$ cat src/rtl/dpy_pkg.sv
// Shared types, digit codes and the seven-segment font for the multi-digit scanner.
// Segment bit order: seg[6:0] = a..g, seg[7] = decimal point.
package dpy_pkg;

    typedef logic [4:0] dcode_t;
    typedef logic [7:0] seg_t;

    localparam dcode_t DC_DASH  = 5'd16;
    localparam dcode_t DC_BLANK = 5'd17;

    localparam seg_t SEG_DASH  = 8'h40;
    localparam seg_t SEG_BLANK = 8'h00;

    typedef enum logic [1:0] {
        B2B_IDLE,
        B2B_SHIFT,
        B2B_DONE
    } b2b_state_t;

    // Lowercase b and d keep them distinct from 8 and 0.
    function automatic seg_t seg_font(input dcode_t code);
        case (code)
            5'd0:    seg_font = 8'h3F;
            5'd1:    seg_font = 8'h06;
            5'd2:    seg_font = 8'h5B;
            5'd3:    seg_font = 8'h4F;
            5'd4:    seg_font = 8'h66;
            5'd5:    seg_font = 8'h6D;
            5'd6:    seg_font = 8'h7D;
            5'd7:    seg_font = 8'h07;
            5'd8:    seg_font = 8'h7F;
            5'd9:    seg_font = 8'h6F;
            5'd10:   seg_font = 8'h77;
            5'd11:   seg_font = 8'h7C;
            5'd12:   seg_font = 8'h39;
            5'd13:   seg_font = 8'h5E;
            5'd14:   seg_font = 8'h79;
            5'd15:   seg_font = 8'h71;
            DC_DASH: seg_font = SEG_DASH;
            default: seg_font = SEG_BLANK;
        endcase
    endfunction

endpackage

$ cat src/rtl/dpy_scan_multi_if.sv
// Display bus: value/mode inputs from the client, digit-select and segment pins back out.
interface dpy_scan_multi_if #(
    parameter int DIGITS = 8
);
    logic [4*DIGITS-1:0] number;
    logic [DIGITS-1:0]   dp;
    logic                dec_mode;
    logic                blank_lz;
    logic [DIGITS-1:0]   sel;
    logic [7:0]          seg;
    logic                overflow;
    logic                busy;

    modport master (
        output number, dp, dec_mode, blank_lz,
        input  sel, seg, overflow, busy
    );

    modport slave (
        input  number, dp, dec_mode, blank_lz,
        output sel, seg, overflow, busy
    );
endinterface

$ cat src/rtl/bin2bcd_seq.sv
// Sequential double-dabble converter: one input bit per cycle, start/busy/done handshake.
// The accumulator carries one spare BCD digit so the caller can detect overflow.
module bin2bcd_seq #(
    parameter int NUM_W  = 32,
    parameter int DIGITS = 8
) (
    input  logic                      clk,
    input  logic                      rst,
    input  logic                      i_start,
    input  logic [NUM_W-1:0]          i_bin,
    output logic                      o_busy,
    output logic                      o_done,
    output logic [4*(DIGITS+1)-1:0]   o_bcd,
    output logic                      o_lost
);
    import dpy_pkg::*;

    localparam int BCD_W = 4 * (DIGITS + 1);
    localparam int CNT_W = $clog2(NUM_W) + 1;

    b2b_state_t         r_state;
    b2b_state_t         w_next;
    logic [NUM_W-1:0]   r_bin;
    logic [BCD_W-1:0]   r_bcd;
    logic [BCD_W-1:0]   w_adj;
    logic [CNT_W-1:0]   r_cnt;
    logic               r_lost;

    always_ff @(posedge clk or posedge rst) begin
        if (rst) r_state <= B2B_IDLE;
        else     r_state <= w_next;
    end

    always_comb begin
        w_next = r_state;
        o_busy = 1'b0;
        o_done = 1'b0;
        case (r_state)
            B2B_IDLE: begin
                if (i_start) w_next = B2B_SHIFT;
            end
            B2B_SHIFT: begin
                o_busy = 1'b1;
                if (r_cnt == CNT_W'(NUM_W - 1)) w_next = B2B_DONE;
            end
            B2B_DONE: begin
                o_busy = 1'b1;
                o_done = 1'b1;
                w_next = B2B_IDLE;
            end
            default: w_next = B2B_IDLE;
        endcase
    end

    always_comb begin
        w_adj = r_bcd;
        for (int k = 0; k <= DIGITS; k++) begin
            if (r_bcd[4*k +: 4] >= 4'd5) w_adj[4*k +: 4] = r_bcd[4*k +: 4] + 4'd3;
        end
    end

    // A bit shifted out of the spare digit means the value needs more digits still.
    always_ff @(posedge clk or posedge rst) begin
        if (rst) begin
            r_bin  <= '0;
            r_bcd  <= '0;
            r_cnt  <= '0;
            r_lost <= 1'b0;
        end else if (r_state == B2B_IDLE && i_start) begin
            r_bin  <= i_bin;
            r_bcd  <= '0;
            r_cnt  <= '0;
            r_lost <= 1'b0;
        end else if (r_state == B2B_SHIFT) begin
            r_bcd  <= {w_adj[BCD_W-2:0], r_bin[NUM_W-1]};
            r_bin  <= r_bin << 1;
            r_cnt  <= r_cnt + 1'b1;
            r_lost <= r_lost | w_adj[BCD_W-1];
        end
    end

    assign o_bcd  = r_bcd;
    assign o_lost = r_lost;

endmodule

$ cat src/rtl/dpy_scan_multi.sv
// Parametrised seven-segment scanner with hex/decimal display, leading-zero blanking
// and decimal overflow dashes. Inputs are sampled once per frame so a frame never tears.
module dpy_scan_multi #(
    parameter int DIGITS  = 8,
    parameter int CLK_HZ  = 33_000_000,
    parameter int SCAN_HZ = 1000,
    parameter int GUARD   = 16
) (
    input  logic            clk,
    input  logic            rst,
    dpy_scan_multi_if.slave bus
);
    import dpy_pkg::*;

    localparam int NUM_W = 4 * DIGITS;
    localparam int BCD_W = 4 * (DIGITS + 1);
    localparam int DIV   = CLK_HZ / SCAN_HZ;
    localparam int PRE_W = $clog2(DIV);
    localparam int IDX_W = (DIGITS > 1) ? $clog2(DIGITS) : 1;

    typedef dcode_t [DIGITS-1:0] disp_t;

    logic [PRE_W-1:0]  r_presc;
    logic [IDX_W-1:0]  r_idx;
    disp_t             r_disp;
    logic [DIGITS-1:0] r_dp;
    logic              r_ovf;
    logic [DIGITS-1:0] r_smp_dp;
    logic              r_smp_blz;
    logic [DIGITS-1:0] r_sel;
    seg_t              r_seg;

    logic              w_wrap;
    logic              w_frame;
    logic              w_start;
    logic              w_hex_load;
    logic              w_busy;
    logic              w_done;
    logic              w_lost;
    logic              w_dec_ovf;
    logic [BCD_W-1:0]  w_bcd;
    seg_t              w_font;

    // Blank every zero digit above the most-significant nonzero one; digit 0 always shows.
    function automatic disp_t lz_blank(input logic [NUM_W-1:0] nibs, input logic en);
        disp_t d;
        logic  lead;
        lead = en;
        for (int i = DIGITS - 1; i >= 0; i--) begin
            if (lead && i != 0 && nibs[4*i +: 4] == 4'd0) begin
                d[i] = DC_BLANK;
            end else begin
                d[i] = dcode_t'({1'b0, nibs[4*i +: 4]});
                lead = 1'b0;
            end
        end
        return d;
    endfunction

    assign w_wrap     = (r_presc == PRE_W'(DIV - 1));
    assign w_frame    = w_wrap && (r_idx == IDX_W'(DIGITS - 1));
    assign w_start    = w_frame && !w_busy && bus.dec_mode;
    assign w_hex_load = w_frame && !w_busy && !bus.dec_mode;
    assign w_dec_ovf  = (w_bcd[BCD_W-1 -: 4] != 4'd0) || w_lost;

    bin2bcd_seq #(
        .NUM_W  (NUM_W),
        .DIGITS (DIGITS)
    ) u_b2b (
        .clk     (clk),
        .rst     (rst),
        .i_start (w_start),
        .i_bin   (bus.number),
        .o_busy  (w_busy),
        .o_done  (w_done),
        .o_bcd   (w_bcd),
        .o_lost  (w_lost)
    );

    always_ff @(posedge clk or posedge rst) begin
        if (rst) begin
            r_presc <= '0;
            r_idx   <= '0;
        end else if (w_wrap) begin
            r_presc <= '0;
            r_idx   <= (r_idx == IDX_W'(DIGITS - 1)) ? '0 : r_idx + 1'b1;
        end else begin
            r_presc <= r_presc + 1'b1;
        end
    end

    // dp and blank_lz are held from the frame boundary until a decimal result lands.
    always_ff @(posedge clk or posedge rst) begin
        if (rst) begin
            r_disp    <= '0;
            r_dp      <= '0;
            r_ovf     <= 1'b0;
            r_smp_dp  <= '0;
            r_smp_blz <= 1'b0;
        end else begin
            if (w_frame && !w_busy) begin
                r_smp_dp  <= bus.dp;
                r_smp_blz <= bus.blank_lz;
            end
            if (w_hex_load) begin
                r_disp <= lz_blank(bus.number, bus.blank_lz);
                r_dp   <= bus.dp;
                r_ovf  <= 1'b0;
            end else if (w_done) begin
                if (w_dec_ovf) begin
                    r_disp <= {DIGITS{DC_DASH}};
                    r_dp   <= '0;
                    r_ovf  <= 1'b1;
                end else begin
                    r_disp <= lz_blank(w_bcd[NUM_W-1:0], r_smp_blz);
                    r_dp   <= r_smp_dp;
                    r_ovf  <= 1'b0;
                end
            end
        end
    end

    assign w_font = seg_font(r_disp[r_idx]);

    // Guard window at the start of each slot keeps the previous digit from ghosting.
    always_ff @(posedge clk or posedge rst) begin
        if (rst) begin
            r_sel <= '0;
            r_seg <= SEG_BLANK;
        end else if (r_presc < PRE_W'(GUARD)) begin
            r_sel <= '0;
            r_seg <= SEG_BLANK;
        end else begin
            r_sel <= DIGITS'(1) << r_idx;
            r_seg <= {r_dp[r_idx], w_font[6:0]};
        end
    end

    assign bus.sel      = r_sel;
    assign bus.seg      = r_seg;
    assign bus.overflow = r_ovf;
    assign bus.busy     = w_busy;

    a_no_frame_while_busy : assert property (@(posedge clk) disable iff (rst) !(w_frame && w_busy));

endmodule

$ cat src/flat_wrapper.sv
// flat-port wrapper written by rule: the top's interface ports become plain ports
module dpy_scan_multi_flat import dpy_pkg::*;
#(
    parameter int DIGITS  = 8,
    parameter int CLK_HZ  = 33_000_000,
    parameter int SCAN_HZ = 1000,
    parameter int GUARD   = 16
)
  (clk, rst, bus_number, bus_dp, bus_dec_mode, bus_blank_lz, bus_sel, bus_seg, bus_overflow, bus_busy);
  dpy_scan_multi_if #(.DIGITS(DIGITS)) bus_i ();
  input  logic clk;
  input  logic rst;
  input wire logic [$bits(bus_i.number)-1:0] bus_number;
  input wire logic [$bits(bus_i.dp)-1:0] bus_dp;
  input wire logic [$bits(bus_i.dec_mode)-1:0] bus_dec_mode;
  input wire logic [$bits(bus_i.blank_lz)-1:0] bus_blank_lz;
  output wire logic [$bits(bus_i.sel)-1:0] bus_sel;
  output wire logic [$bits(bus_i.seg)-1:0] bus_seg;
  output wire logic [$bits(bus_i.overflow)-1:0] bus_overflow;
  output wire logic [$bits(bus_i.busy)-1:0] bus_busy;
  assign bus_i.number = bus_number;
  assign bus_i.dp = bus_dp;
  assign bus_i.dec_mode = bus_dec_mode;
  assign bus_i.blank_lz = bus_blank_lz;
  assign bus_sel = bus_i.sel;
  assign bus_seg = bus_i.seg;
  assign bus_overflow = bus_i.overflow;
  assign bus_busy = bus_i.busy;
  dpy_scan_multi #(.DIGITS(DIGITS), .CLK_HZ(CLK_HZ), .SCAN_HZ(SCAN_HZ), .GUARD(GUARD)) u_core (.clk(clk), .rst(rst), .bus(bus_i));
endmodule
$ cat config.mk
export PLATFORM = sky130hd
export DESIGN_NAME = dpy_scan_multi_flat
export DESIGN_NICKNAME = d
export VERILOG_FILES = /design/src/rtl/dpy_pkg.sv /design/src/rtl/dpy_scan_multi_if.sv /design/src/rtl/bin2bcd_seq.sv /design/src/rtl/dpy_scan_multi.sv /design/src/flat_wrapper.sv
export SDC_FILE = /design/constraint.sdc
export NUM_CORES = 1
export LEC_CHECK = 0
export ABC_AREA = 1
export BUFFER_PORTS_ARGS = -buffer_cell sky130_fd_sc_hd__buf_2
export CAP_MARGIN = 20
export CORE_MARGIN = 1.5
export CORE_UTILIZATION = 60
export DETAILED_ROUTE_END_ITERATION = 8
export PLACE_DENSITY = 0.79
export RECOVER_POWER = 50
export SLEW_MARGIN = 15
export SYNTH_ARGS = -nofsm -noshare
export SYNTH_HDL_FRONTEND = slang
export SYNTH_HIERARCHICAL = 1
export SYNTH_SLANG_ARGS = --single-unit
$ cat constraint.sdc
create_clock -name clk -period 2.8 [get_ports clk]
set_input_delay 0.14 -clock clk [delete_from_list [all_inputs] [get_ports clk]]
set_output_delay 0.14 -clock clk [all_outputs]
set_load 0.05 [all_outputs]
After elaboration in Yosys (flattened, before gate mapping)
Memories as Yosys holds them, arrays and structs flattened.
Index checks and enable logic that the tools add are counted.
{ "op_classes": {"add_sub_neg": 12, "multipliers": 0, "div_mod_pow": 0, "magnitude_cmp": 11, "n_eq_ne": 7, "n_shift": 1, "muxes": 89, "bitwise_logic": 1, "reduce_logical": 42} }
{ "op_table": {"columns": ["op", "count"], "rows": [
  ["2-to-1 mux 40 bit", 3],
  ["2-to-1 mux 5 bit", 15],
  ["2-to-1 mux 36 bit", 2],
  ["2-to-1 mux 32 bit", 2],
  ["logical NOT 4 bit", 14],
  ["2-to-1 mux 1 bit", 44],
  ["2-to-1 mux 8 bit", 5],
  ["adder 4 x 2 -> 4 bit (second input constant)", 9],
  [">= comparator 4 x 3 -> 1 bit (second input constant)", 9],
  ["2-to-1 mux 4 bit", 9],
  ["logical AND 1 bit", 19],
  ["adder 16 x 1 -> 16 bit (second input constant)", 1],
  ["equality test 16 bit (second input constant)", 1],
  ["less-than comparator 16 x 5 -> 1 bit (second input constant)", 1],
  ["2-to-1 mux 16 bit", 1],
  ["binary-select mux 5 bit (select 3 bit)", 1],
  ["2-to-1 mux 6 bit", 2],
  ["left shift 1 x 3 -> 8 bit (first input constant)", 1],
  ["adder 6 x 1 -> 6 bit (second input constant)", 1],
  ["equality test 6 x 5 -> 1 bit (second input constant)", 1],
  ["less-than comparator 3 x 4 -> 1 bit (second input constant)", 1],
  ["2-to-1 mux 2 bit", 2],
  ["inequality test 2 bit (second input constant)", 2],
  ["one-hot mux 2 bit (2 select lines)", 1],
  ["other kinds (14)", 16]
]} }
{ "totals": {"regBits": 170, "latch_bits": 0, "ramBits": 0, "rom_bits": 224, "inputBits": 44, "out_inout_bits": 18, "word_cells": 185, "memories": 1} }
{ "memory_table": {"columns": ["name", "words", "width", "read_ports", "rd_clocked_by_memory_dff", "write_ports", "line_no", "text"], "rows": [
  ["(name not given)", 32, 7, 1, 0, 0, "dpy_pkg.sv:22", "case (code)"]
]} }

Logic depth before layout (Yosys ltp)
{ "logic_depth": {"ltp_word": 37, "mapped_depth": 16, "ltp_nobuf": 14} }

By module
The synthesis kept the hierarchy.
{ "modules_own_cells": {"columns": ["mod", "n_inst", "cells_per_inst", "area_per_inst_um2", "seq_area_each_um2"], "rows": [
  ["dpy_scan_multi", 1, 693, 5188.7, 2302.2],
  ["bin2bcd_seq", 1, 485, 4042.6, 1926.8]
]} }

Worst setup path before layout
Ideal clock, no wire load.
{ "synth_timing": {"path_kind": "flip-flop to flip-flop", "from": "register u_core.u_b2b.r_state[0]", "to": "register u_core.u_b2b.r_cnt[1]", "setup_ns": 0.121, "arrival_ns": 2.031, "required_ns": 2.679, "setup_slack_ns": 0.648, "stages_incl_launch_ff": 9, "synth_period_minus_slack_ns": 2.152, "cell_sequence": "dfrtp_1 > inv_1 > ha_1 > nor4_1 > nand2_2 > nand2_4 > inv_4 > buf_6 > a22o_1"} }
{ "synth_via": {"elab_chain_len": 8, "elab_cells_between_ends": 11, "classes_between": "eq/ne (2); mux (2); reduce/logical (7)"} }
{ "synth_rtl": {"columns": ["item", "line_no", "text"], "rows": [
  ["from (decl)", "bin2bcd_seq.sv:21", "b2b_state_t r_state;"],
  ["from (signal assigned)", "bin2bcd_seq.sv:31", "else r_state <= w_next;"],
  ["equality test 2 x 1 -> 1 bit / equality test 2 bit (equally long branches)", "bin2bcd_seq.sv:38", "case (r_state)"],
  ["OR reduction 2 bit (no line) (*)", null, null],
  ["2-to-1 mux 1 bit (*)", "bin2bcd_seq.sv:38", null],
  ["via bus_busy", "flat_wrapper.sv:20", "output wire logic [$bits(bus_i.busy)-1:0] bus_busy;"],
  ["logical NOT 1 bit (*)", "dpy_scan_multi.sv:62", "assign w_start = w_frame && !w_busy && bus.dec_mode;"],
  ["logical AND 1 bit (*) (2 in series)", "dpy_scan_multi.sv:62", null],
  ["via u_core.w_start", "dpy_scan_multi.sv:35", "logic w_start;"],
  ["logical AND 1 bit (*)", "bin2bcd_seq.sv:69", "end else if (r_state == B2B_IDLE && i_start) begin"],
  ["2-to-1 mux 6 bit / nonzero test 2 bit (equally long branches)", null, null],
  ["to (signal assigned)", "bin2bcd_seq.sv:77", "r_cnt <= r_cnt + 1'b1;"],
  ["to (decl)", "bin2bcd_seq.sv:26", "logic [CNT_W-1:0] r_cnt;"]
]} }
Mark *: on every way through the listed nets, which the timed path passes. The rest lies on a longest branch.
A chain may end at the register's enable or synchronous reset.

Final worst setup path
{ "layout_timing": {"from": "register u_core.r_presc[0]", "to": "register u_core.u_b2b.r_bcd[30] (netlist: u_core/u_b2b/o_bcd[30])"} }
{ "layout_via": {"elab_chain_len": 6, "elab_cells_between_ends": 7, "classes_between": "eq/ne (1); mux (1); reduce/logical (5)"} }
{ "layout_rtl": {"columns": ["item", "line_no", "text"], "rows": [
  ["from (decl)", "dpy_scan_multi.sv:23", "logic [PRE_W-1:0] r_presc;"],
  ["from (signal assigned)", "dpy_scan_multi.sv:88", "r_presc <= r_presc + 1'b1;"],
  ["equality test 16 bit (*)", "dpy_scan_multi.sv:60", "assign w_wrap = (r_presc == PRE_W'(DIV - 1));"],
  ["logical AND 1 bit (*)", "dpy_scan_multi.sv:61", "assign w_frame = w_wrap && (r_idx == IDX_W'(DIGITS - 1));"],
  ["logical AND 1 bit (*) (2 in series)", "dpy_scan_multi.sv:62", null],
  ["via u_core.w_start", "dpy_scan_multi.sv:35", null],
  ["logical AND 1 bit (*)", "bin2bcd_seq.sv:69", null],
  ["2-to-1 mux 36 bit / nonzero test 2 bit (equally long branches)", null, null],
  ["to (signal assigned)", "bin2bcd_seq.sv:75", "r_bcd <= {w_adj[BCD_W-2:0], r_bin[NUM_W-1]};"],
  ["to (decl)", "bin2bcd_seq.sv:24", "logic [BCD_W-1:0] r_bcd;"]
]} }
Marked as above.

==> results.toml <==
[status]
outcome = "complete, but fails checks"
violations = "capacitance limit, slew limit"

[power]
clockPowerShare_pct = 47.5
power_per_cell_area_nw_per_um2 = 470
finalPower_uw = 5000
p_switching_uw = 1080
power_frac_seq_pct = 49.0
power.leakage_uw = 0.00518
pwr-share-comb_pct = 3.5
ir_drop_mv = 0.452
intPower_uw = 3930
power.share.switching_pct = 21.5

[timing]
fmax_mhz = 390
tns_ns = 0
hold_viol_final = 0
setup_viol = 0
period_needed_ns = 2.56
fin_worst_skew_ns = 0.00983
worst_slew_pin_slew_ns = 1.79
slew_violations = 40
timing.final.ws_setup_ns = 0.235
relSlewSlack_pct = -20.2
fin_crit_sh_pct = 91.6
rsz0062_at_grt = "false"

[final_layout]
regArea_um2 = 4230
num-fill-cells = 1209
synthToLayoutAreaGrowth_pct = 15.3
num_antenna_cells = 0
fin_area_um2 = 10600
fin_nets = 1358
fin_cells = 1478
layout-drive-gt1-share_pct = 10.5
multi_input_area_um2 = 4110

[setup_path]
end_kind = "register"
crit_fanout = 43
start_kind = "register"
cp_data_required_time_ns = 3.13
worstSetupPathType = "register to register"
critPathArrivalTime_ns = 2.90

[synth]
synth_edf_count = 0
avgSynthCellArea_um2 = 7.84
synth_ff_type = "dfrtp_1"
synth_top_area_share_pct = 45.8
synth_top_area_cell = "dfrtp_1"
synth_area_um2 = 9230
yosysSeqAreaShare_pct = 45.8
synth_common_cells = "nand2_1, dfrtp_1, inv_1"
synth_fp_nets = 1258
synthCells = 1178
async_reset_ff_share_pct = 100
yosysMostFrequentCell = "nand2_1"
netlist_top_cells_area = "dfrtp_1, nand2_1, inv_1, nand3_1, ha_1"
yosys_register_bits = 169
synth.distinct_cells = 39
yosys_warnings = 6

[floorplan]
row_count = 45
die_y_um = 127
fp.coreArea_um2 = 15100
fp.dieArea_um2 = 16100
ios = 62
initial_utilization_pct = 61.2
die_w_um = 127

[clock_network]
post-cts-setup-buffer-count = 0
htreeDepth = 4
cts_sinks = 169
clk_latency_ns = 0.43
cts_tree = "built"
cts.clk_slew.worst_paths_ns = 0.07
cts_resized = 0
cts_buffers = 17
cts_root_buffer = "clkbuf_16"
cts.path.max_buffers = 2

[worst_hold_path]
hp-class = "input port to register"

[place]
routabilityCongestion = 0.885
io_buffers = 61
placed_cells = 1407
post-place-ws_ns = 0.342
dp.final_hpwl_um = 15400
dpl_cell_area_um2 = 9680

[grt]
antenna_found_initial = 0
grt_pass1_wl_um = 37800
overflow = 0
grt_max_degree = 55
grt_pass1_vias = 7733
track_usage_pct = 29.7

[run]
max_cap_viol_count = 1

[routing]
dr.pass1.iters = 7
route.detailed.wl_per_inst_um = 15.4
via_count = 8180
drc = 0
antenna_left = 0
wl_um = 22800
drtIter0Drc = 774
vias_per_cell = 5.53
-- power by group through the flow --
stage | logic [µW] | clock network (µW) | registers [µW]
2_1_floorplan | 56.5 | 0 | 2500
4_1_cts | 178 | 2400 | 2450
3_3_place_gp | 135 | 0 | 2500
6_report | 175 | 2380 | 2450
3_5_place_dp | 135 | 0 | 2500
5_1_grt | 196 | 2490 | 2450
-- critical path, stage by stage, from the launching register on --
cell     delay (ns)
dfrtp_1        0.40
ha_1           0.22
nand2_1        0.08
inv_1          0.07
nand2_2        0.12
nor2_4         0.06
and2_1         0.13
inv_1          0.11
nor4_1         0.06
buf_4          0.15
nand2_2        0.15
nand2_4        0.16
inv_4          0.40
nand2_1        0.14
o22ai_1        0.20
-- worst paths after layout --
check,from,to,slack [ns],cells past startpoint
worst max-delay path,u_core/r_presc[0],u_core/u_b2b/o_bcd[30],0.24,14
worst min-delay path,bus_number[22],u_core/u_b2b/r_bin[22],0.02,3
worst max register to register,u_core/r_presc[0],u_core/u_b2b/o_bcd[30],0.24,14
worst min register to register,u_core/r_presc[0],u_core/r_presc[0],0.47,1
max in group asynchronous,rst,u_core/bus.seg[1],0.57,4
min in group asynchronous,rst,u_core/u_b2b/r_bin[14],0.64,3
-- cell families after synthesis --
family          count (synthesis)  share of synthesized area, %
xor+xnor                       11                          1.04
compound gates                147                          9.73
buf+inv                       203                          9.69
fa+ha+maj                      36                          4.88
mux                             9                          1.10
flops                         169                          45.8
simple gates                  603                          27.7
-- per-layer routing --
layer  routed length, µm  track usage, %
met5                   0               0
met4                 780            13.8
met3                1420            5.03
met2               10700            47.6
met1                9870            39.7
-- cells in the final DEF, fill, tap and decap left out, types with 8 or more instances in the layout --
| master | count |
|---|---|
| a21oi_1 | 18 |
| o211ai_1 | 13 |
| clkbuf_1 | 17 |
| clkbuf_16 | 17 |
| xor2_1 | 10 |
| inv_2 | 8 |
| buf_2 | 44 |
| nand2_1 | 359 |
| o21ai_1 | 14 |
| nor2_1 | 96 |
| buf_4 | 12 |
| dlygate4sd3_1 | 40 |
| o221ai_1 | 18 |
| o22ai_1 | 19 |
| nand3_1 | 102 |
| inv_1 | 156 |
| nor4_1 | 9 |
| dfrtp_1 | 169 |
| mux2_2 | 8 |
| ha_1 | 36 |
| o21ai_0 | 55 |
-- state kept, by name, indices dropped and copies added, names as in the netlist --
register              cells
u_core/r_disp            40
u_core/r_presc           16
u_core/r_idx              3
u_core/u_b2b/r_cnt        6
u_core/u_b2b/r_bin       32
u_core/r_smp_dp           8
u_core/u_b2b/o_bcd       36
u_core/r_smp_blz          1
u_core/bus.sel            8
u_core/u_b2b/o_lost       1
u_core/bus.seg            8
u_core/u_b2b/r_state      2
u_core/r_dp               8
-- stage by stage --
stage,util (%),hold slack [ns]
floorplan,-,0.261
detailed placement,64.2,0.286
CTS,70.8,0.0137
global placement,64.2,0.282
finish,70.6,0.0242
global route,70.6,0.0315
-- what timing repair did --
action | CTS | global route
hold buffers | 40 | 0
hold endpoints to repair | 138 | 0
setup endpoints to repair | 0 | 0
-- layout make-up --
cell class	count	share of cell area [%]
inverter	167	5.95
timing repair buffer	117	7.91
multi-input combinational	806	38.6
tap	188	2.21
clock inverter	10	1.12
clock buffer	21	4.51
sequential	169	39.7
No activity file was read; power rests on OpenSTA's default activity.
